$ cat src/rtl/blk8x8_pingpong_out.sv
// Ping-pong capture of 8x8 pixel blocks with framed valid/ready replay.
// Optional build macro BLK8_TRANSPOSE_EN replays each block column-major.
module blk8x8_pingpong_out #(
    parameter int DW        = 8,
    parameter int BLK_CNT_W = 16
) (
    input  logic                 clk,
    input  logic                 rst_n,
    input  logic [DW-1:0]        data_in,
    input  logic                 de_in,
    output logic [DW-1:0]        m_data,
    output logic                 m_valid,
    input  logic                 m_ready,
    output logic                 m_sob,
    output logic                 m_eob,
    output logic                 m_sol,
    output logic                 m_eol,
    output logic                 overflow,
    output logic [BLK_CNT_W-1:0] blk_cnt
);

    typedef enum logic {
        WR_WRITE,
        WR_DROP
    } wr_state_t;

    typedef enum logic [1:0] {
        RD_IDLE,
        RD_PRIME,
        RD_STREAM
    } rd_state_t;

    logic [DW-1:0] mem [0:127];

    wr_state_t wr_state;
    rd_state_t rd_state;
    logic [5:0] wr_idx;
    logic       wr_bank;
    logic [1:0] full;
    logic       rd_bank;
    logic       other_bank;
    logic [5:0] out_idx;

    logic       hs;
    logic       last_hs;
    logic       bank_busy;
    logic       wr_en;
    logic       rd_sel_bank;
    logic [5:0] rd_idx;
    logic [6:0] rd_addr;

    assign hs         = m_valid && m_ready;
    assign last_hs    = hs && (out_idx == 6'd63);
    assign other_bank = ~rd_bank;

    // A bank released on this very edge is free for a block starting on it.
    assign bank_busy = full[wr_bank] && !(last_hs && (rd_bank == wr_bank));
    assign wr_en     = de_in && (wr_state == WR_WRITE) &&
                       !((wr_idx == 6'd0) && bank_busy);

    // Address of the pixel the output register loads on its next update.
    always_comb begin
        rd_sel_bank = rd_bank;
        rd_idx      = 6'd0;
        if (rd_state == RD_STREAM) begin
            if (out_idx == 6'd63) begin
                rd_sel_bank = other_bank;
            end else begin
                rd_idx = out_idx + 6'd1;
            end
        end
    end

`ifdef BLK8_TRANSPOSE_EN
    assign rd_addr = {rd_sel_bank, rd_idx[2:0], rd_idx[5:3]};
`else
    assign rd_addr = {rd_sel_bank, rd_idx};
`endif

    always_ff @(posedge clk) begin
        if (wr_en) begin
            mem[{wr_bank, wr_idx}] <= data_in;
        end
    end

    always_ff @(posedge clk or negedge rst_n) begin
        if (!rst_n) begin
            wr_state <= WR_WRITE;
            wr_idx   <= 6'd0;
            wr_bank  <= 1'b0;
            full     <= 2'b00;
            overflow <= 1'b0;
        end else begin
            if (last_hs) begin
                full[rd_bank] <= 1'b0;
            end
            if (wr_en && (wr_idx == 6'd63)) begin
                full[wr_bank] <= 1'b1;
            end
            case (wr_state)
                WR_WRITE: begin
                    if (de_in) begin
                        if ((wr_idx == 6'd0) && bank_busy) begin
                            wr_state <= WR_DROP;
                            overflow <= 1'b1;
                            wr_idx   <= 6'd1;
                        end else begin
                            wr_idx <= wr_idx + 6'd1;
                            if (wr_idx == 6'd63) begin
                                wr_bank <= ~wr_bank;
                            end
                        end
                    end
                end
                WR_DROP: begin
                    if (de_in) begin
                        wr_idx <= wr_idx + 6'd1;
                        if (wr_idx == 6'd63) begin
                            wr_state <= WR_WRITE;
                        end
                    end
                end
                default: wr_state <= WR_WRITE;
            endcase
        end
    end

    always_ff @(posedge clk or negedge rst_n) begin
        if (!rst_n) begin
            rd_state <= RD_IDLE;
            rd_bank  <= 1'b0;
            out_idx  <= 6'd0;
            m_valid  <= 1'b0;
            m_data   <= '0;
            blk_cnt  <= '0;
        end else begin
            case (rd_state)
                RD_IDLE: begin
                    if (full[rd_bank]) begin
                        rd_state <= RD_PRIME;
                    end
                end
                RD_PRIME: begin
                    rd_state <= RD_STREAM;
                    m_valid  <= 1'b1;
                    m_data   <= mem[rd_addr];
                    out_idx  <= 6'd0;
                end
                RD_STREAM: begin
                    if (hs) begin
                        if (out_idx == 6'd63) begin
                            rd_bank <= other_bank;
                            blk_cnt <= blk_cnt + BLK_CNT_W'(1);
                            out_idx <= 6'd0;
                            if (full[other_bank]) begin
                                m_data <= mem[rd_addr];
                            end else begin
                                m_valid  <= 1'b0;
                                rd_state <= RD_IDLE;
                            end
                        end else begin
                            out_idx <= out_idx + 6'd1;
                            m_data  <= mem[rd_addr];
                        end
                    end
                end
                default: rd_state <= RD_IDLE;
            endcase
        end
    end

    assign m_sob = m_valid && (out_idx == 6'd0);
    assign m_eob = m_valid && (out_idx == 6'd63);
    assign m_sol = m_valid && (out_idx[2:0] == 3'd0);
    assign m_eol = m_valid && (out_idx[2:0] == 3'd7);

endmodule

$ cat config.mk
export PLATFORM = sky130hd
export DESIGN_NAME = blk8x8_pingpong_out
export DESIGN_NICKNAME = d
export VERILOG_FILES = /design/src/rtl/blk8x8_pingpong_out.sv
export SDC_FILE = /design/constraint.sdc
export NUM_CORES = 1
export LEC_CHECK = 0
export ABC_AREA = 0
export BUFFER_PORTS_ARGS = -buffer_cell sky130_fd_sc_hd__clkbuf_2
export CORE_MARGIN = 1
export CORE_UTILIZATION = 40
export CTS_CLUSTER_DIAMETER = 40
export CTS_CLUSTER_SIZE = 40
export DETAILED_ROUTE_END_ITERATION = 7
export PLACE_DENSITY = 0.68
export SYNTH_ARGS = -nofsm -noshare
export SYNTH_HDL_FRONTEND = slang
export SYNTH_SLANG_ARGS = --single-unit
$ cat constraint.sdc
create_clock -name clk -period 3.2 [get_ports clk]
set_clock_uncertainty 0.1 [all_clocks]
set_input_delay 0.16 -clock clk [delete_from_list [all_inputs] [get_ports clk]]
set_output_delay 0.16 -clock clk [all_outputs]
set_load 0.02 [all_outputs]
==> results of run 1 <==
[power by group]
part           switching (mW)  internal (mW)  total, mW
registers               0.287           15.7       16.0
clock network            6.33           8.83       15.2
logic                    5.28           3.39       8.67
total                    11.9           27.9       39.8
[worst reg2reg max path: stages (launching register included)]
cell and delay [ns]:
dfrtp_4 0.49, buf_4 0.18, and2b_1 0.25, o21ai_4 0.10
buf_12 0.16, buf_12 0.13, buf_12 0.12, clkbuf_16 0.17
nor3_1 0.15, nor3_1 0.09, a211oi_1 0.49, o221ai_2 0.24
a41oi_1 0.29, a31oi_1 0.09
[cells in the final DEF, fill, tap and decap left out, types with 9 or more instances in the layout]
| cell | synthesis | final |
|---|---|---|
| clkinvlp_4 | 0 | 10 |
| o221ai_2 | 0 | 13 |
| mux4_2 | 58 | 58 |
| o21bai_1 | 9 | 9 |
| clkbuf_16 | 0 | 144 |
| clkinv_4 | 0 | 15 |
| nor3_1 | 50 | 47 |
| edfxtp_1 | 1024 | 1024 |
| nand2_1 | 406 | 399 |
| nand3_2 | 3 | 9 |
| a211oi_1 | 34 | 25 |
| mux2i_1 | 111 | 105 |
| buf_4 | 13 | 330 |
| a31oi_1 | 69 | 67 |
| xnor2_1 | 17 | 17 |
| dlygate4sd3_1 | 0 | 13 |
| inv_6 | 0 | 23 |
| o31a_1 | 9 | 9 |
| bufinv_16 | 0 | 10 |
| buf_6 | 11 | 10 |
| a221oi_1 | 11 | 10 |
| a311oi_1 | 17 | 12 |
| or3_1 | 16 | 16 |
| o221ai_1 | 55 | 40 |
| clkbuf_2 | 0 | 33 |
| buf_12 | 0 | 41 |
| mux2_2 | 62 | 62 |
| dfrtp_1 | 45 | 43 |
| a21oi_1 | 106 | 100 |
| clkinv_2 | 0 | 11 |
| nor2b_1 | 19 | 18 |
| o311ai_0 | 9 | 9 |
| clkinv_1 | 0 | 13 |
| nor2_1 | 170 | 169 |
| o21ai_0 | 88 | 75 |
| and2_1 | 14 | 12 |
| nand3_1 | 79 | 71 |
[layer usage]
layer  wire length, um  global-route usage, %
met3             10900                   4.27
met2             54600                   32.8
met1             47000                   28.8
met4              3720                   7.77
met5                13                      0
[metrics by stage]
step                      utilization, %  total power, mW
after floorplan                        -             20.5
after global placement              44.6             23.7
after detailed placement            44.6             23.8
after CTS                           49.3             39.1
after global routing                50.2             41.0
final                               50.2             39.8
[worst paths after layout]
| kind | startpoint | endpoint | slack, ns |
|---|---|---|---|
| min in group asynchronous | rst_n | m_data[3] | 0.47 |
| min | data_in[2] | mem[107][2] | 0.13 |
| max reg2reg | out_idx[0] | m_data[4] | 0.01 |
| max | out_idx[0] | m_data[4] | 0.01 |
| max in group asynchronous | rst_n | out_idx[0] | 1.11 |
| min reg2reg | blk_cnt[15] | blk_cnt[15] | 0.38 |
[state kept, by name, summed over array words and instances, names as in the netlist, 2 cells and up]
signal,count
blk_cnt,16
rd_state,2
out_idx,6
wr_idx,6
mem,1024
m_data,8
full,2
[cells by family after synthesis]
family,count (synthesis),synth area share (%)
buf+inv,183,2.13
flops,1069,74.4
fa+ha+maj,9,0.263
mux,231,7.27
simple gates,796,7.99
xor+xnor,22,0.450
compound gates,475,7.49
[timing repair]
item                                    in CTS  in global routing
hold buffers                                13                  0
endpoints found under the hold margin      310                  0
resized for setup                           47                 88
endpoints found under the setup margin     343                262
buffers inserted                             7                 25
gates cloned                                 1                 10
pin swaps                                    9                 22
[cells in the mapped netlist (all sizes together), types with 7 or more instances]
cell type,count
a211o,7
a211oi,34
a21oi,107
a221oi,11
a222oi,7
a311oi,17
a31oi,69
a41oi,7
and2,14
and3,7
buf,115
clkbuf,59
dfrtp,45
edfxtp,1024
ha,9
inv,9
mux2,62
mux2i,111
mux4,58
nand2,407
nand3,83
nand4,8
nor2,170
nor2b,19
nor3,50
nor4,9
o211ai,8
o21ai,92
o21bai,9
o221ai,55
o311a,7
o311ai,9
o31a,9
o32ai,7
or3,16
or4,7
xnor2,17
[final cells by class]
type / instances / area (um2)
diodes: 1 / 2.50
inverters: 9 / 33.8
fillers: 8573 / 52700
multi-input cells: 1533 / 10700
well taps: 1391 / 1740
repair buffers: 443 / 4100
clock buffers: 143 / 3410
clock inverters: 103 / 1150
flip-flops and latches: 1069 / 31900
==> results.py, run 1 <==
metrics = {
    "logic_synthesis": {
        "seq_area_frac_synth_pct": 74.4,
        "synth_area_leaders": "edfxtp_1 72%, nand2_1 3.6%, mux4_2 3.0%, dfrtp_1 2.6%, mux2i_1 2.6%",
        "ys_seq_elements": 1069,
        "yosysTopAreaCellShare_pct": 71.8,
        "ys_warn_count": 0,
        "synth_nets": 2806,
        "async_flop_share_pct": 4.21,
        "ys_types": 65,
        "synthCells": 2785,
        "yosys.area.top_type": "edfxtp_1",
        "synth_edf_count": 1024,
        "syn_area_um2": 42800,
        "syn_area_per_cell_um2": 15.4,
        "synthFlopType": "edfxtp_1",
    },
    "pwr": {
        "ir_drop_uv": 632,
        "p_per_area_nw_per_um2": 750,
        "p_leak_nw": 18.6,
    },
    "global_route": {
        "overflow": 0,
        "grt_usage_pct": 20.9,
        "grt_first_pass_wirelength_um": 168000,
        "grt_start_max_net_pins": 128,
        "grt_pass1_vias": 26045,
        "antenna_found_initial": 1,
    },
    "place": {
        "place_ws_ns": -0.264,
        "placedInstanceArea_um2": 47100,
        "gp_congestion": 0.891,
        "dp_cells": 4390,
        "hpwl_um": 70300,
        "portBuffers": 41,
    },
    "setup_path": {
        "end_kind": "register",
        "path_depth": 13,
        "ff2ff_path_depth": 13,
        "crit_type": "register to register",
        "cp.arrival_ns": 3.68,
        "slowest_stage": "dfrtp_4",
        "cpPeakStageDelay_ns": 0.49,
        "path_common_cell": "buf_12",
        "crit_chain": "buf_4 -> and2b_1 -> o21ai_4 -> buf_12 -> buf_12 -> buf_12 -> clkbuf_16 -> nor3_1 -> nor3_1 -> a211oi_1 -> o221ai_2 -> a41oi_1 -> a31oi_1",
        "start_kind": "register",
        "cp.required_ns": 3.70,
        "path_max_fanout": 11,
        "path_delay_family": "compound AO/OA/AOI/OAI gates",
        "crit_buf_inv": 5,
    },
    "sta": {
        "hold_violations": 0,
        "maxSlewHeadroom_pct": 41.4,
        "setup_viol": 0,
        "min_period_ns": 3.19,
        "worst-slew-pin-transition_ns": 0.879,
        "timing.final.crit_share_pct": 99.6,
        "rsz0062_at_grt": "true",
        "hold_slack_ns": 0.126,
        "maxSlewViolCount": 0,
        "timing.fmax_mhz": 314,
        "fin_ws_ns": 0.0127,
        "fin_tns_setup_ns": 0,
    },
    "floorplanning": {
        "die_area_um2": 108000,
        "ios": 42,
        "core_area_um2": 106000,
        "fp.dieW_um": 329,
        "start_util_pct": 40.5,
        "rows": 119,
        "die_y_um": 329,
    },
    "route": {
        "finalWirelength_um": 116000,
        "vias": 26749,
        "routedWlPerCell_um": 24.8,
        "drtIter0Drc": 3091,
        "drc": 10,
        "ant_nets": 0,
        "firstDrtPassIters": 8,
        "vias_per_cell": 5.70,
    },
    "cts": {
        "insertion_delay_ns": 0.75,
        "cts_root_buf": "clkbuf_16",
        "cts_max_level": 4,
        "clk_pin_slew_ns": 0.06,
        "cts_buffers": 133,
        "clk_path_buf_depth": 3,
        "cts.sinks": 1069,
        "cts_tree": "built",
    },
    "layout": {
        "fin_area_um2": 53000,
        "finalNetCount": 3210,
        "final_cells": 4692,
        "drive_gt1_share_pct": 26.8,
        "area_growth_pct": 23.8,
    },
    "status": {
        "violations": "design-rule violations",
        "status": "complete, but fails checks",
    },
    "min_path": {
        "hold_path.class": "input port to register",
        "hold_depth": 2,
    },
    "job": {
        "drv_cap": 0,
    },
}
Power figures use the tool's default switching activity.
==> run 2, diff against run 1 <==
--- a/config.mk
+++ b/config.mk
@@ -7,12 +7,14 @@
 export LEC_CHECK = 0
 export ABC_AREA = 0
 export BUFFER_PORTS_ARGS = -buffer_cell sky130_fd_sc_hd__clkbuf_2
-export CORE_MARGIN = 1
-export CORE_UTILIZATION = 40
+export CELL_PAD_IN_SITES_DETAIL_PLACEMENT = 0
+export CELL_PAD_IN_SITES_GLOBAL_PLACEMENT = 1
+export CORE_MARGIN = 10
+export CORE_UTILIZATION = 49
 export CTS_CLUSTER_DIAMETER = 40
 export CTS_CLUSTER_SIZE = 40
 export DETAILED_ROUTE_END_ITERATION = 7
-export PLACE_DENSITY = 0.68
+export PLACE_DENSITY = 0.87
 export SYNTH_ARGS = -nofsm -noshare
 export SYNTH_HDL_FRONTEND = slang
 export SYNTH_SLANG_ARGS = --single-unit
==> run 2 against run 1 <==
  * The flow finishes with violations (negative setup slack)
  * Non-clock buffer count shrank 67
  * Global-route usage grew 0.87 points
  * Hold slack lost 0.071 ns
  * Core utilization grew 9.0 points
  * Fmax shrank 1.5%
  * Sequential cell count is the same
  * Critical path depth shrank 3
  * Worst setup slack lost 0.048 ns
  * Design area shrank 3.3%
  * Largest cell class unchanged
  * Highest routed layer is now met4
==> results.py, run 2 (synthesis gave the netlist of run 1 again) <==
metrics = {
    "status": {
        "status": "complete, but fails checks",
        "violations": "negative setup slack",
    },
    "route": {
        "vias": 26740,
        "firstDrtPassIters": 7,
        "vias_per_cell": 6.12,
        "routedWlPerCell_um": 25.5,
        "drtIter0Drc": 3611,
        "finalWirelength_um": 111000,
        "ant_nets": 0,
        "drc": 0,
    },
    "global_route": {
        "antenna_found_initial": 2,
        "grt_usage_pct": 21.8,
        "grt_first_pass_wirelength_um": 166000,
        "grt_pass1_vias": 26446,
        "grt_start_max_net_pins": 97,
        "overflow": 0,
    },
    "layout": {
        "final_core_util_pct": 59.1,
        "largest_reg_flops": 1024,
        "final_cells": 4366,
        "fin_area_um2": 51300,
        "layout_commonest_cell": "edfxtp_1",
        "final_cell_mix": "1024 x edfxtp_1, 401 x nand2_1, 278 x buf_4, 167 x nor2_1, 124 x clkbuf_16",
        "area_growth_pct": 19.7,
        "regMostFlops": "mem",
        "n_fill_cell": 6159,
        "top_regs": "mem: 1024 flops, blk_cnt: 16 flops, m_data: 8 flops",
        "finalNetCount": 3127,
        "drive_gt1_share_pct": 23.9,
    },
    "setup_path": {
        "rr_endpoint": "m_data[2]",
        "crit_start": "out_idx[0]",
        "end_kind": "register",
        "crit_type": "register to register",
        "reg2reg_from": "out_idx[0]",
        "start_kind": "register",
        "cp.required_ns": 3.66,
        "reg2reg_slack_ns": -0.04,
        "ff2ff_path_depth": 10,
        "cp.arrival_ns": 3.70,
        "path_max_fanout": 60,
    },
    "floorplanning": {
        "die_y_um": 316,
        "start_util_pct": 49.4,
        "ios": 42,
        "die_area_um2": 99700,
        "fp.dieW_um": 316,
        "rows": 108,
        "core_area_um2": 86800,
    },
    "place": {
        "dp_cells": 4113,
        "place_ws_ns": -0.369,
        "placedInstanceArea_um2": 46400,
        "gp_congestion": 0.959,
        "portBuffers": 41,
        "hpwl_um": 69400,
    },
    "sta": {
        "hold_slack_ns": 0.0551,
        "timing.fmax_mhz": 309,
        "fin_tns_setup_ns": -0.0357,
        "fin_ws_ns": -0.0357,
        "rsz0062_at_grt": "true",
        "setup_viol": 1,
        "timing.final.crit_share_pct": 101,
        "min_period_ns": 3.24,
        "maxSlewViolCount": 0,
        "hold_violations": 0,
        "worst-slew-pin-transition_ns": 1.02,
        "maxSlewHeadroom_pct": 31.7,
    },
    "cts": {
        "cts_tree": "built",
        "clk_path_buf_depth": 3,
        "cts.sinks": 1069,
        "clk_pin_slew_ns": 0.06,
        "cts_root_buf": "clkbuf_16",
        "cts_buffers": 117,
        "cts_max_level": 3,
        "insertion_delay_ns": 0.71,
    },
    "pwr": {
        "p_leak_nw": 18.0,
        "ir_drop_uv": 650,
        "finalPower_mw": 37.8,
        "p_per_area_nw_per_um2": 737,
    },
    "min_path": {
        "worstHoldStart": "data_in[6]",
        "hold_depth": 1,
        "min_to": "mem[99][6]",
        "hold_path.class": "input port to register",
    },
    "job": {
        "drv_cap": 0,
    },
}
-- run 2: repair_timing --
item,4_1_cts,5_1_grt
hold buffers,9,0
pin swaps,1,10
cloned,0,5
endpoints found under the hold margin,328,0
endpoints found under the setup margin,1032,984
buffers inserted,2,13
resized for setup,31,51
-- run 2: where the power goes --
group | internal [mW] | switching (mW) | total (mW)
logic | 3.01 | 5.00 | 8.01
clock network | 7.80 | 6.01 | 13.8
registers | 15.7 | 0.332 | 16.0
-- run 2: worst max-delay path by stage --
stage | end | slack, ns | cells past startpoint
floorplan | mem[110][0] | 0.17 | 10
global placement | m_data[2] | -0.30 | 11
detailed placement | m_data[2] | -0.37 | 11
CTS | mem[9][1] | 0.002 | 12
global route | m_data[5] | -0.04 | 14
finish | m_data[2] | -0.04 | 10
-- run 2: metal layers --
| layer | wire [um] | GRT usage, % |
|---|---|---|
| met5 | 0 | 0 |
| met4 | 4340 | 8.76 |
| met3 | 11700 | 4.04 |
| met2 | 53900 | 35.2 |
| met1 | 41500 | 29.0 |
-- run 2: critical path, cell delays in order, from the launching register on --
cell and delay, ns:
dfrtp_4 0.48, ha_2 0.23, and2_1 0.25, nand2_2 0.21, nand3_4 0.20, buf_12 0.24
o21ai_0 0.29, a31oi_1 0.09, nor4_2 0.48, o311a_1 0.36, a31oi_1 0.11
-- run 2: final cells by class --
cell class | instances | area [um2] | area share (%)
Tap cell | 1155 | 1450 | 2.82
Timing Repair Buffer | 376 | 3430 | 6.70
Clock inverter | 99 | 1100 | 2.14
Sequential cell | 1069 | 31900 | 62.2
Clock buffer | 124 | 3000 | 5.84
Inverter | 9 | 33.8 | 0.0659
Multi-Input combinational cell | 1533 | 10400 | 20.3
Antenna cell | 1 | 2.50 | 0.00488
